## src/rtl/prog_loader_pkg.sv

```systemverilog
// Shared types and constants for the boot-time program loader.
// Defaults size a 64KB instruction ROM fed from a little-endian byte stream.
package prog_loader_pkg;

    localparam int ADDR_W_DEF = 14;
    localparam int LEN_W_DEF  = 16;
    localparam int DATA_BYTES = 4;
    localparam int BCNT_W     = $clog2(DATA_BYTES);

    typedef enum logic [2:0] {
        IDLE,
        LEN0,
        LEN1,
        DATA,
        WRITE,
        DONE
    } state_e;

endpackage

```

## src/rtl/prog_loader_if.sv

```systemverilog
// Byte-stream input and instruction-memory write port of the loader.
// master = loader side, slave = byte source / memory side.
interface prog_loader_if
    import prog_loader_pkg::*;
#(
    parameter int ADDR_W = ADDR_W_DEF
);

    logic              rx_valid;
    logic [7:0]        rx_data;
    logic              rx_ready;
    logic              mem_we;
    logic [ADDR_W-1:0] mem_addr;
    logic [31:0]       mem_wdata;

    modport master (
        input  rx_valid, rx_data,
        output rx_ready, mem_we, mem_addr, mem_wdata
    );

    modport slave (
        output rx_valid, rx_data,
        input  rx_ready, mem_we, mem_addr, mem_wdata
    );

endinterface

```

## src/rtl/prog_loader_word_assembler.sv

```systemverilog
// Byte counter plus 32-bit shift register: bytes enter at the top so the
// first byte of a group ends up in word_o[7:0] once the group is complete.
module word_assembler
    import prog_loader_pkg::*;
(
    input  logic        clock,
    input  logic        reset,
    input  logic        clear,
    input  logic        byte_en,
    input  logic [7:0]  byte_i,
    output logic [31:0] word_o,
    output logic        last_o
);

    logic [BCNT_W-1:0] cnt_q, cnt_d;
    logic [31:0]       shift_q, shift_d;

    // NOTE: every always_comb output gets its hold value first, so no path
    // leaves it unassigned and no latch is inferred.
    always_comb begin
        cnt_d   = cnt_q;
        shift_d = shift_q;
        if (clear) begin
            cnt_d   = '0;
            shift_d = '0;
        end else if (byte_en) begin
            cnt_d   = cnt_q + BCNT_W'(1);
            shift_d = {byte_i, shift_q[31:8]};
        end
    end

    // NOTE: state registers use non-blocking assignments so every flop
    // samples pre-edge values regardless of process ordering.
    always_ff @(posedge clock or negedge reset) begin
        if (!reset) begin
            cnt_q   <= '0;
            shift_q <= '0;
        end else begin
            cnt_q   <= cnt_d;
            shift_q <= shift_d;
        end
    end

    assign word_o = shift_q;
    assign last_o = byte_en && (cnt_q == BCNT_W'(DATA_BYTES - 1));

endmodule

```

## src/rtl/prog_loader.sv

```systemverilog
// Program loader: reads a 16-bit little-endian word count, then packs bytes
// into 32-bit words and writes them to instruction memory while holding the CPU.
module prog_loader
    import prog_loader_pkg::*;
#(
    parameter int ADDR_W = ADDR_W_DEF,
    parameter int LEN_W  = LEN_W_DEF
) (
    input  logic          clock,
    input  logic          reset,
    input  logic          start,
    prog_loader_if.master bus,
    output logic          cpu_hold,
    output logic          busy,
    output logic          done,
    output logic          err
);

    localparam int IDX_W = ADDR_W + 1;
    localparam int CMP_W = (LEN_W > IDX_W) ? LEN_W : IDX_W;
    localparam logic [CMP_W-1:0] MAX_WORDS = CMP_W'(1) << ADDR_W;

    state_e            state_q, state_d;
    logic [LEN_W-1:0]  count_q, count_d;
    logic [IDX_W-1:0]  idx_q, idx_d;
    logic              err_q, err_d;
    logic [ADDR_W-1:0] addr_hold_q, addr_hold_d;
    logic [31:0]       wdata_hold_q, wdata_hold_d;

    logic              rx_ready;
    logic              rx_fire;
    logic              mem_we;
    logic [LEN_W-1:0]  hdr_len;
    logic              hdr_bad;
    logic              last_word;
    logic [31:0]       word;
    logic              word_last;

    assign rx_ready = state_q inside {LEN0, LEN1, DATA};
    assign rx_fire  = bus.rx_valid && rx_ready;
    assign mem_we   = (state_q == WRITE);

    // Full count as it will be once the high byte in LEN1 is accepted.
    assign hdr_len   = LEN_W'({bus.rx_data, count_q[7:0]});
    assign hdr_bad   = (hdr_len == '0) || (CMP_W'(hdr_len) > MAX_WORDS);
    // Index is one bit wider than the address so a full ROM load never wraps.
    assign last_word = (CMP_W'(idx_q) + CMP_W'(1)) == CMP_W'(count_q);

    word_assembler u_word_assembler (
        .clock   (clock),
        .reset   (reset),
        .clear   (state_q == IDLE && start),
        .byte_en (rx_fire && state_q == DATA),
        .byte_i  (bus.rx_data),
        .word_o  (word),
        .last_o  (word_last)
    );

    always_comb begin
        state_d      = state_q;
        count_d      = count_q;
        idx_d        = idx_q;
        err_d        = err_q;
        addr_hold_d  = addr_hold_q;
        wdata_hold_d = wdata_hold_q;
        unique case (state_q)
            IDLE: begin
                if (start) begin
                    state_d = LEN0;
                    err_d   = 1'b0;
                    idx_d   = '0;
                    count_d = '0;
                end
            end
            LEN0: begin
                if (rx_fire) begin
                    count_d[7:0] = bus.rx_data;
                    state_d      = LEN1;
                end
            end
            LEN1: begin
                if (rx_fire) begin
                    count_d = hdr_len;
                    if (hdr_bad) begin
                        err_d   = 1'b1;
                        state_d = IDLE;
                    end else begin
                        state_d = DATA;
                    end
                end
            end
            DATA: begin
                if (word_last) state_d = WRITE;
            end
            WRITE: begin
                idx_d        = idx_q + IDX_W'(1);
                addr_hold_d  = idx_q[ADDR_W-1:0];
                wdata_hold_d = word;
                state_d      = last_word ? DONE : DATA;
            end
            DONE:    state_d = IDLE;
            default: state_d = IDLE;
        endcase
    end

    always_ff @(posedge clock or negedge reset) begin
        if (!reset) begin
            state_q      <= IDLE;
            count_q      <= '0;
            idx_q        <= '0;
            err_q        <= 1'b0;
            addr_hold_q  <= '0;
            wdata_hold_q <= '0;
        end else begin
            state_q      <= state_d;
            count_q      <= count_d;
            idx_q        <= idx_d;
            err_q        <= err_d;
            addr_hold_q  <= addr_hold_d;
            wdata_hold_q <= wdata_hold_d;
        end
    end

    // Live values during WRITE, last written values at all other times.
    assign bus.rx_ready  = rx_ready;
    assign bus.mem_we    = mem_we;
    assign bus.mem_addr  = mem_we ? idx_q[ADDR_W-1:0] : addr_hold_q;
    assign bus.mem_wdata = mem_we ? word : wdata_hold_q;

    assign busy     = (state_q != IDLE);
    assign cpu_hold = busy;
    assign done     = (state_q == DONE);
    assign err      = err_q;

endmodule

```

## src/flat_wrapper.sv

```systemverilog
// flat-port wrapper written by rule: the top's interface ports become plain ports
module prog_loader_flat import prog_loader_pkg::*;
#(
    parameter int ADDR_W = ADDR_W_DEF,
    parameter int LEN_W  = LEN_W_DEF
)
  (clock, reset, start, cpu_hold, busy, done, err, bus_rx_valid, bus_rx_data, bus_rx_ready, bus_mem_we, bus_mem_addr, bus_mem_wdata);
  prog_loader_if #(.ADDR_W(ADDR_W)) bus_i ();
  input  logic clock;
  input  logic reset;
  input  logic start;
  output logic cpu_hold;
  output logic busy;
  output logic done;
  output logic err;
  input wire logic [$bits(bus_i.rx_valid)-1:0] bus_rx_valid;
  input wire logic [$bits(bus_i.rx_data)-1:0] bus_rx_data;
  output wire logic [$bits(bus_i.rx_ready)-1:0] bus_rx_ready;
  output wire logic [$bits(bus_i.mem_we)-1:0] bus_mem_we;
  output wire logic [$bits(bus_i.mem_addr)-1:0] bus_mem_addr;
  output wire logic [$bits(bus_i.mem_wdata)-1:0] bus_mem_wdata;
  assign bus_i.rx_valid = bus_rx_valid;
  assign bus_i.rx_data = bus_rx_data;
  assign bus_rx_ready = bus_i.rx_ready;
  assign bus_mem_we = bus_i.mem_we;
  assign bus_mem_addr = bus_i.mem_addr;
  assign bus_mem_wdata = bus_i.mem_wdata;
  prog_loader #(.ADDR_W(ADDR_W), .LEN_W(LEN_W)) u_core (.clock(clock), .reset(reset), .start(start), .bus(bus_i), .cpu_hold(cpu_hold), .busy(busy), .done(done), .err(err));
endmodule
```

## config.mk

```make
export PLATFORM = sky130hd
export DESIGN_NAME = prog_loader_flat
export DESIGN_NICKNAME = d
export VERILOG_FILES = /design/src/rtl/prog_loader_pkg.sv /design/src/rtl/prog_loader_if.sv /design/src/rtl/prog_loader_word_assembler.sv /design/src/rtl/prog_loader.sv /design/src/flat_wrapper.sv
export SDC_FILE = /design/constraint.sdc
export NUM_CORES = 1
export LEC_CHECK = 0
export BUFFER_PORTS_ARGS = -buffer_cell sky130_fd_sc_hd__buf_2
export CORE_MARGIN = 5
export CORE_UTILIZATION = 52
export DETAILED_ROUTE_END_ITERATION = 12
export GPL_ROUTABILITY_DRIVEN = 1
export PLACE_DENSITY = 0.75
export SYNTH_ARGS = -nofsm -noshare
export SYNTH_HDL_FRONTEND = slang
export SYNTH_SLANG_ARGS = --single-unit
```

## constraint.sdc

```tcl
create_clock -name clock -period 2 [get_ports clock]
set_input_delay 0.3 -clock clock [delete_from_list [all_inputs] [get_ports clock]]
set_output_delay 0.3 -clock clock [all_outputs]
set_load 0.01 [all_outputs]
```

==> results_dict.tcl, run 1 <==
set metrics [dict create \
    setup-violations-final 51 \
    io_pins 64 \
    syn_inst 597 \
    cp-start-kind "register" \
    gp_congestion 0.863 \
    setup_ws_ps -164 \
    syn_nets 611 \
    syn_to_final_growth_pct 43.1 \
    synth_edf_count 0 \
    cp.depth 8 \
    dp_slack_ps -119 \
    drt_iter0_markers 466 \
    postPlaceCellArea_um2 5830 \
    grt.total_usage_pct 26.3 \
    synth_async_sr_flop_share_pct 100 \
    grt_pass1_wl_mm 24.1 \
    p_int_mw 5.99 \
    ir_worst_vdd_v 0.000746 \
    die_y_um 110 \
    grt_pass1_vias 4810 \
    final_util_pct 76.2 \
    p_seq_share_pct 38.8 \
    maxSlewHeadroom_pct 56.6 \
    fin_total_pwr_mw 9.07 \
    hold_depth 3 \
    p_comb_share_pct 31.4 \
    fin_nets 754 \
    syn_avg_cell_area_um2 8.71 \
    final_cell_mix "nand2_1 (171), dfrtp_1 (114), buf_4 (83)" \
    tightest_slew_ps 650 \
    finalMaxSlewViolations 0 \
    timing.fmax_ghz 0.462 \
    synth_area_leader_cell "dfrtp_1" \
    synth_top_area_share_pct 55.3 \
    p_leak_nw 3.86 \
    wl_per_cell_um 17.5 \
    grt-ovfl-total 0 \
    clk_pin_slew_worst_paths_ps 50 \
    dieWidth_um 110 \
    p_per_area_nw_per_um2 1220 \
    finalCriticalPeriod_ps 2160 \
    cts.sinks 115 \
    timing.setup.tns_ps -6000 \
    drc 0 \
    initial_utilization_pct 53.2 \
    final_hold_viol_count 0 \
    cp.required_ps 1700 \
    clk_latency_ps 530 \
    num_antenna_cells 0 \
    period_share_pct 108 \
    cp_cell_sequence "nor2_2, nand2_2, clkinvlp_4, buf_6, buf_12, nand2_2, nand2_2, buf_6" \
    place_inst 785 \
    drt_pre_antenna_iters 5 \
    ys_top_cells_by_area "dfrtp_1 (55%), nand2_1 (16%), o21ai_0 (6.8%), xnor2_1 (2.4%), clkbuf_1 (2.2%)" \
    yosys_warnings 0 \
    antenna_found_initial 0 \
    fin_worst_skew_ps 7.57 \
    cts_buffers 17 \
    syn_area_um2 5200 \
    routed_via_density 5.51 \
    crit_top_cell "nand2_2" \
    crit_buf_inv 4 \
    r2r_cells 13 \
    cts_tree "yes" \
    vias 4868 \
    min_path_type "input port to register" \
    drv_cap 0 \
    drive_gt1_share_pct 34.0 \
    switching_share_pct 33.9 \
    synth_cell_types 41 \
    slowest_delay_ps 410 \
    rows 36 \
    grt_max_degree 38 \
    ys_seq_area_share_pct 55.3 \
    arrival_ps 1860 \
    cp_top_family "buffers and inverters" \
    synth-seq-cells 115 \
    status "complete, but fails checks" \
    path_class "register to output port" \
    fill_cells 670 \
    synthFlopType "dfrtp_1" \
    violations "setup timing" \
    fin_area_um2 7450 \
    switchingPower_mw 3.08 \
    end_kind "output port" \
    routed_wl_mm 15.5 \
    core_area_um2 9770 \
    worst_path_max_delay_cell "dfrtp_1" \
    numPortBuffers 63 \
    die_area_um2 12100 \
    antenna_left 0 \
    final_common_cell "nand2_1" \
    cts_buffer_depth 2 \
    root_buffer "clkbuf_8" \
    grt_setup_unrepaired "true" \
    htreeDepth 4 \
    fin_cells 884 \
    p_clk_share_pct 29.8 \
    hold_ws_ps 67.5 \
    dpl.hpwl_mm 8.48 \
    critPathMaxFanout 5 \
]
[state kept, by name, summed over array words and instances, names as in the netlist]
signal / cells
u_core.u_word_assembler.word_o: 32
u_core.wdata_hold_q: 32
u_core.count_q: 16
u_core.idx_q: 15
u_core.addr_hold_q: 14
u_core.state_q: 3
u_core.u_word_assembler.cnt_q: 2
u_core.err: 1
[tightest hold or removal path, stage by stage]
cell and delay, ps:
buf_2 130, nand2_1 60, o21ai_0 60
[layer usage]
layer	vias up	track usage, %	wire length (um)
met5	-	0	0
met3	34	5.77	891
li1	2268	-	-
met1	2395	36.2	6680
met4	0	10.2	342
met2	171	40.8	7590
[cell type report]
| type | count | area, um2 | area share (%) |
|---|---|---|---|
| Clock buffer | 24 | 470 | 6.32 |
| Tap cell | 133 | 166 | 2.23 |
| Inverter | 21 | 82.6 | 1.11 |
| Clock inverter | 6 | 55.1 | 0.739 |
| Multi-Input combinational cell | 420 | 2360 | 31.7 |
| Timing Repair Buffer | 165 | 1430 | 19.2 |
| Sequential cell | 115 | 2880 | 38.7 |
[cell families (layout without fill, tap and decap cells)]
logic type / Yosys count / count (layout) / synth area share [%]
flip-flops: 115 / 115 / 55.3
multiplexers: 3 / 3 / 0.577
AND/OR/NAND/NOR: 294 / 294 / 24.2
XOR/XNOR: 21 / 21 / 3.54
AO/OA/AOI/OAI: 100 / 100 / 11.0
buffers and inverters: 62 / 216 / 4.86
adder cells (fa/ha/maj): 2 / 2 / 0.481
[synthesized netlist by cell type (3+ instances only)]
library cell / n
or3_1: 5
nor4_1: 4
nor3_1: 3
o31ai_1: 6
xnor2_1: 14
nand2b_1: 4
buf_2: 4
nor2_1: 15
buf_4: 4
inv_1: 21
dfrtp_1: 115
nand2_1: 216
xor2_1: 7
and2_1: 4
a21oi_1: 7
o21ai_0: 71
nand3_1: 13
nand4_1: 16
clkbuf_1: 30
and3_1: 5
a31oi_1: 3
buf_1: 3
mux2i_1: 3
[timing repair]
| action | in CTS | in global routing |
|---|---|---|
| hold buffers | 1 | 0 |
| resized for setup | 64 | 56 |
| setup buffers | 57 | 7 |
| endpoints found under the hold margin | 28 | 0 |
| setup endpoints to repair | 49 | 71 |
| pin swaps | 24 | 22 |
| cloned | 5 | 2 |
[path summary, 6_finish.rpt]
kind / start / endpoint / slack, ps
worst max-delay path: u_core.state_q[1] / bus_mem_wdata[31] / -160
worst max register to register: u_core.state_q[1] / u_core.wdata_hold_q[9] / -150
min in group asynchronous: reset / u_core.count_q[5] / 270
worst min-delay path: bus_rx_data[2] / u_core.u_word_assembler.word_o[26] / 70
max in group asynchronous: reset / u_core.idx_q[2] / 1090
worst min register to register: u_core.wdata_hold_q[27] / u_core.wdata_hold_q[27] / 460
[power by group through the flow]
stage	clock [mW]	sequential [mW]	combinational (mW)
3_3_place_gp	0	3.44	2.16
3_5_place_dp	0	3.48	2.22
2_1_floorplan	0	3.34	1.50
5_1_grt	2.86	3.59	3.15
6_report	2.70	3.52	2.85
4_1_cts	2.72	3.47	2.63
(Power assumes the default switching activity.)
==> inputs of run 2 (changes only) <==
--- a/config.mk
+++ b/config.mk
@@ -6,11 +6,14 @@
 export NUM_CORES = 1
 export LEC_CHECK = 0
 export BUFFER_PORTS_ARGS = -buffer_cell sky130_fd_sc_hd__buf_2
+export CELL_PAD_IN_SITES_DETAIL_PLACEMENT = 1
+export CELL_PAD_IN_SITES_GLOBAL_PLACEMENT = 1
 export CORE_MARGIN = 5
-export CORE_UTILIZATION = 52
+export CORE_UTILIZATION = 39
 export DETAILED_ROUTE_END_ITERATION = 12
 export GPL_ROUTABILITY_DRIVEN = 1
-export PLACE_DENSITY = 0.75
+export PLACE_DENSITY_LB_ADDON = 0.1
+export REMOVE_ABC_BUFFERS = 1
 export SYNTH_ARGS = -nofsm -noshare
 export SYNTH_HDL_FRONTEND = slang
 export SYNTH_SLANG_ARGS = --single-unit
==> results_dict.tcl, run 2 (same netlist as run 1, synthesis figures left out) <==
set metrics [dict create \
    fin_nets 710 \
    cp.required_ps 2290 \
    die_area_um2 15700 \
    critPathMaxFanout 4 \
    routed_wl_mm 15.8 \
    grt-ovfl-total 0 \
    die_y_um 125 \
    finalCriticalPeriod_ps 2060 \
    grt.total_usage_pct 20.8 \
    cp-start-kind "register" \
    end_kind "register" \
    core_area_um2 13100 \
    cp_cell_sequence "and3_1, buf_4, and2_1, nand4_1, xnor2_2, a2111oi_2, buf_4, o22ai_1" \
    hold_ws_ps -41.7 \
    drt_iter0_markers 242 \
    status "complete, but fails checks" \
    io_pins 64 \
    final_cell_mix "nand2_1 (214), dfrtp_1 (114), o21ai_0 (70)" \
    min_path_type "input port to asynchronous set/reset pin" \
    final_common_cell "nand2_1" \
    cts_buffer_depth 2 \
    antenna_left 0 \
    antenna_found_initial 0 \
    ir_worst_vdd_v 0.000641 \
    worst_path_max_delay_cell "dfrtp_1" \
    dpl.hpwl_mm 9.09 \
    timing.setup.tns_ps -105 \
    num_antenna_cells 0 \
    wl_per_cell_um 17.8 \
    setup-violations-final 3 \
    dieWidth_um 125 \
    setup_ws_ps -63.4 \
    slowest_delay_ps 350 \
    postPlaceCellArea_um2 5920 \
    root_buffer "clkbuf_16" \
    syn_to_final_growth_pct 32.2 \
    wl_met1_mm 7.10 \
    p_leak_nw 3.47 \
    crit_top_cell "buf_4" \
    final_hold_viol_count 28 \
    grt_max_degree 116 \
    vias 4601 \
    top_layer "met4" \
    period_share_pct 103 \
    routed_via_density 5.20 \
    htreeDepth 4 \
    fin_area_um2 6880 \
    wl_met3_um 545 \
    numPortBuffers 63 \
    gp_congestion 0.859 \
    timing.fmax_ghz 0.485 \
    initial_utilization_pct 39.6 \
    grt_pass1_wl_mm 25.8 \
    hold_buffers 0 \
    grt_setup_unrepaired "true" \
    clk_latency_ps 420 \
    fin_worst_skew_ps 4.49 \
    arrival_ps 2360 \
    drive_gt1_share_pct 24.5 \
    cts.sinks 115 \
    drv_cap 0 \
    drc 0 \
    grt_pass1_vias 4794 \
    rows 42 \
    tightest_slew_ps 653 \
    drt_pre_antenna_iters 4 \
    met2_length_mm 7.76 \
    clk_pin_slew_worst_paths_ps 50 \
    final_util_pct 52.4 \
    maxSlewHeadroom_pct 56.4 \
    finalMaxSlewViolations 0 \
    cts_tree "yes" \
    cts_buffers 17 \
    violations "hold timing, setup timing" \
    p_per_area_nw_per_um2 1300 \
    path_class "register to register" \
]
## run 2: changes by cell type in the layout (fill, tap and decap cells not counted), moves of 3 or more
| cell | previous run | this run |
|---|---|---|
| buf_12 | 8 | 4 |
| buf_2 | 43 | 62 |
| buf_4 | 83 | 44 |
| buf_6 | 25 | 6 |
| clkbuf_8 | 4 | 1 |
| clkinvlp_4 | 1 | 4 |
| nand2_1 | 171 | 214 |
| nand2_2 | 28 | 1 |
| nand2_4 | 17 | 1 |
## run 2: cell type report
| class | count | area, um2 |
|---|---|---|
| multi-input combinational | 420 | 2180 |
| tap | 176 | 220 |
| sequential | 115 | 2880 |
| fill | 1551 | 6260 |
| clock buffer | 20 | 447 |
| clock inverter | 12 | 131 |
| inverter | 21 | 86.3 |
| timing repair buffer | 121 | 931 |
## run 2: where the power goes
| part | total, mW | leakage [nW] | internal, mW | switching, mW |
|---|---|---|---|---|
| sequential | 3.45 | 1.56 | 2.99 | 0.462 |
| combinational | 2.52 | 1.64 | 1.04 | 1.48 |
| clock | 2.97 | 0.272 | 1.86 | 1.11 |
## run 2: metal layers
layer	up-vias	GRT usage, %
li1	2169	-
met2	90	33.7
met3	30	4.14
met5	-	0
met1	2312	27.5
met4	0	8.16
## run 2: worst paths after layout
path,startpoint,endpoint,slack [ps],cells past startpoint
setup reg to reg,u_core.idx_q[9],u_core.state_q[1],-60,8
min in group clock,bus_rx_data[6],u_core.u_word_assembler.word_o[30],180,3
setup / recovery,u_core.idx_q[9],u_core.state_q[1],-60,8
hold reg to reg,u_core.addr_hold_q[10],u_core.addr_hold_q[10],460,2
hold / removal,reset,u_core.addr_hold_q[3],-40,2
max in group asynchronous,reset,u_core.count_q[12],1540,2
## run 2: what timing repair did
action,CTS,global route
setup buffers,6,6
pin swaps,11,9
gates resized for setup,21,14
setup endpoints to repair,49,48
cloned,5,0
endpoints found under the hold margin,0,0
## run 2: per-stage QoR
stage	instances	total power [mW]	setup WS, ps
CTS	879	8.93	-1.96
detailed placement	836	5.78	-62.8
global placement	836	5.66	-37.5
global route	885	9.51	-152
floorplan	556	4.74	-1750
finish	885	8.94	-63.4
## run 2: critical path: cells and delay by family, from the launching register on
kind	cells	cell delay, ps
AND/OR/NAND/NOR	3	650
XOR/XNOR	1	200
buffers and inverters	2	330
AO/OA/AOI/OAI	2	410
flip-flops	1	350
==> inputs of run 3 (changes only) <==
--- a/config.mk
+++ b/config.mk
@@ -12,6 +12,7 @@
 export CORE_UTILIZATION = 39
 export DETAILED_ROUTE_END_ITERATION = 12
 export GPL_ROUTABILITY_DRIVEN = 1
+export HOLD_SLACK_MARGIN = 0.03
 export PLACE_DENSITY_LB_ADDON = 0.1
 export REMOVE_ABC_BUFFERS = 1
 export SYNTH_ARGS = -nofsm -noshare
==> results_dict.tcl, run 3 (same netlist as run 1, synthesis figures left out) <==
set metrics [dict create \
    status "complete, but fails checks" \
    violations "setup timing" \
    postPlaceCellArea_um2 5920 \
    final_hold_viol_count 0 \
    finalCriticalPeriod_ps 2050 \
    io_pins 64 \
    period_share_pct 103 \
    drt_iter0_markers 236 \
    drive_gt1_share_pct 24.5 \
    dieWidth_um 125 \
    setup-violations-final 3 \
    syn_to_final_growth_pct 32.4 \
    finalMaxSlewViolations 0 \
    maxSlewHeadroom_pct 56.4 \
    num_antenna_cells 0 \
    reg2reg_to "u_core.state_q[1]" \
    cts_tree "yes" \
    holdPathEnd "u_core.u_word_assembler.word_o[30]" \
    reg2reg_from "u_core.idx_q[9]" \
    routed_wl_mm 15.8 \
    htreeDepth 4 \
    busiest_layer "met2" \
    antenna_left 0 \
    cts.sinks 115 \
    grt_max_degree 116 \
    grt_use_met3_pct 4.14 \
    critPathMaxFanout 4 \
    fin_nets 711 \
    hold_depth 3 \
    p_leak_nw 3.48 \
    clk_pin_slew_worst_paths_ps 50 \
    grt_setup_unrepaired "true" \
    initial_utilization_pct 39.6 \
    routed_via_density 5.22 \
    drv_cap 0 \
    path_class "register to register" \
    drt_pre_antenna_iters 4 \
    end_kind "register" \
    vias 4627 \
    tightest_slew_ps 653 \
    clk_latency_ps 420 \
    worst_path_max_delay_cell "dfrtp_1" \
    hold_start "bus_rx_data[6]" \
    grt_use_met1_pct 27.5 \
    slowest_delay_ps 350 \
    cp.required_ps 2300 \
    crit_top_cell "buf_4" \
    core_area_um2 13100 \
    cts_buffers 17 \
    timing.setup.tns_ps -84.0 \
    die_y_um 125 \
    cp-start-kind "register" \
    setup_ws_ps -53.0 \
    crit_buf_inv 2 \
    globalRouteMet2Util_pct 33.7 \
    ir_worst_vdd_v 0.000642 \
    grt_pass1_wl_mm 25.8 \
    wl_per_cell_um 17.8 \
    timing.fmax_ghz 0.487 \
    antenna_found_initial 0 \
    rows 42 \
    fin_worst_skew_ps 4.23 \
    root_buffer "clkbuf_16" \
    arrival_ps 2350 \
    final_cell_mix "nand2_1 (214), dfrtp_1 (114), o21ai_0 (70)" \
    grt.total_usage_pct 20.8 \
    p_per_area_nw_per_um2 1300 \
    r2r_cells 8 \
    r2r_slack_ps -50 \
    grt_pass1_vias 4799 \
    cp_top_family "simple AND/OR/NAND/NOR gates" \
    cp_cell_sequence "and3_1, buf_4, and2_1, nand4_1, xnor2_2, a2111oi_2, buf_4, o22ai_1" \
    final_common_cell "nand2_1" \
    die_area_um2 15700 \
    cts_buffer_depth 2 \
    numPortBuffers 63 \
    dpl.hpwl_mm 9.09 \
    fin_area_um2 6890 \
    grt-ovfl-total 0 \
    min_path_type "input port to register" \
    gp_congestion 0.859 \
    drc 0 \
]
## run 3: cell count changes in the layout (fill, tap and decap cells not counted)
cell,previous run,this run
dlygate4sd3_1,0,1
## run 3: power breakdown
group	switching, mW	internal, mW	total, mW
registers	0.462	2.99	3.45
logic	1.48	1.04	2.52
clock network	1.11	1.86	2.97
## run 3: area by class of cell
| type | count | area (um2) |
|---|---|---|
| clock buffers | 20 | 447 |
| clock inverters | 12 | 131 |
| fillers | 1551 | 6250 |
| inverters | 21 | 86.3 |
| multi-input cells | 420 | 2180 |
| flip-flops and latches | 115 | 2880 |
| well taps | 176 | 220 |
| repair buffers | 122 | 941 |
## run 3: layer usage
metal | wire, um | part of all wire [%]
met5 | 0 | 0
met4 | 359 | 2.3
met3 | 651 | 4.1
met2 | 7780 | 49
met1 | 6980 | 44
## run 3: tightest hold or removal path, cell delays in order
cell,delay [ps]
buf_2,140
nand2_1,60
o21ai_0,60
## run 3: what timing repair did
| item | 4_1_cts | 5_1_grt |
|---|---|---|
| buffers inserted | 6 | 6 |
| hold endpoints to repair | 103 | 0 |
| setup endpoints to repair | 49 | 48 |
| hold buffers | 1 | 0 |
| gates resized for setup | 21 | 14 |
| cloned | 5 | 0 |
| pin swaps | 11 | 9 |
## run 3: worst max-delay path by stage
stage                              to              start  cells after the start
finish              u_core.state_q[1]    u_core.idx_q[9]                      8
global route        u_core.state_q[1]    u_core.idx_q[9]                      8
CTS                 bus_mem_wdata[31]  u_core.state_q[1]                      7
detailed placement  u_core.state_q[1]    u_core.idx_q[0]                      8
global placement    u_core.state_q[1]    u_core.idx_q[2]                      7
floorplan             u_core.idx_q[5]  u_core.state_q[0]                      6
## run 3: metrics by stage
step | hold slack, ps | total power [mW] | util [%] | std cells | worst slack (ps)
floorplan | 4.41 | 4.74 | - | 556 | -1750
global placement | 441 | 5.66 | 45.0 | 836 | -37.5
detailed placement | 448 | 5.78 | 45.0 | 836 | -62.8
CTS | 163 | 8.93 | 51.5 | 880 | -1.96
global route | 188 | 9.51 | 52.4 | 886 | -152
finish | 179 | 8.94 | 52.4 | 886 | -53.0
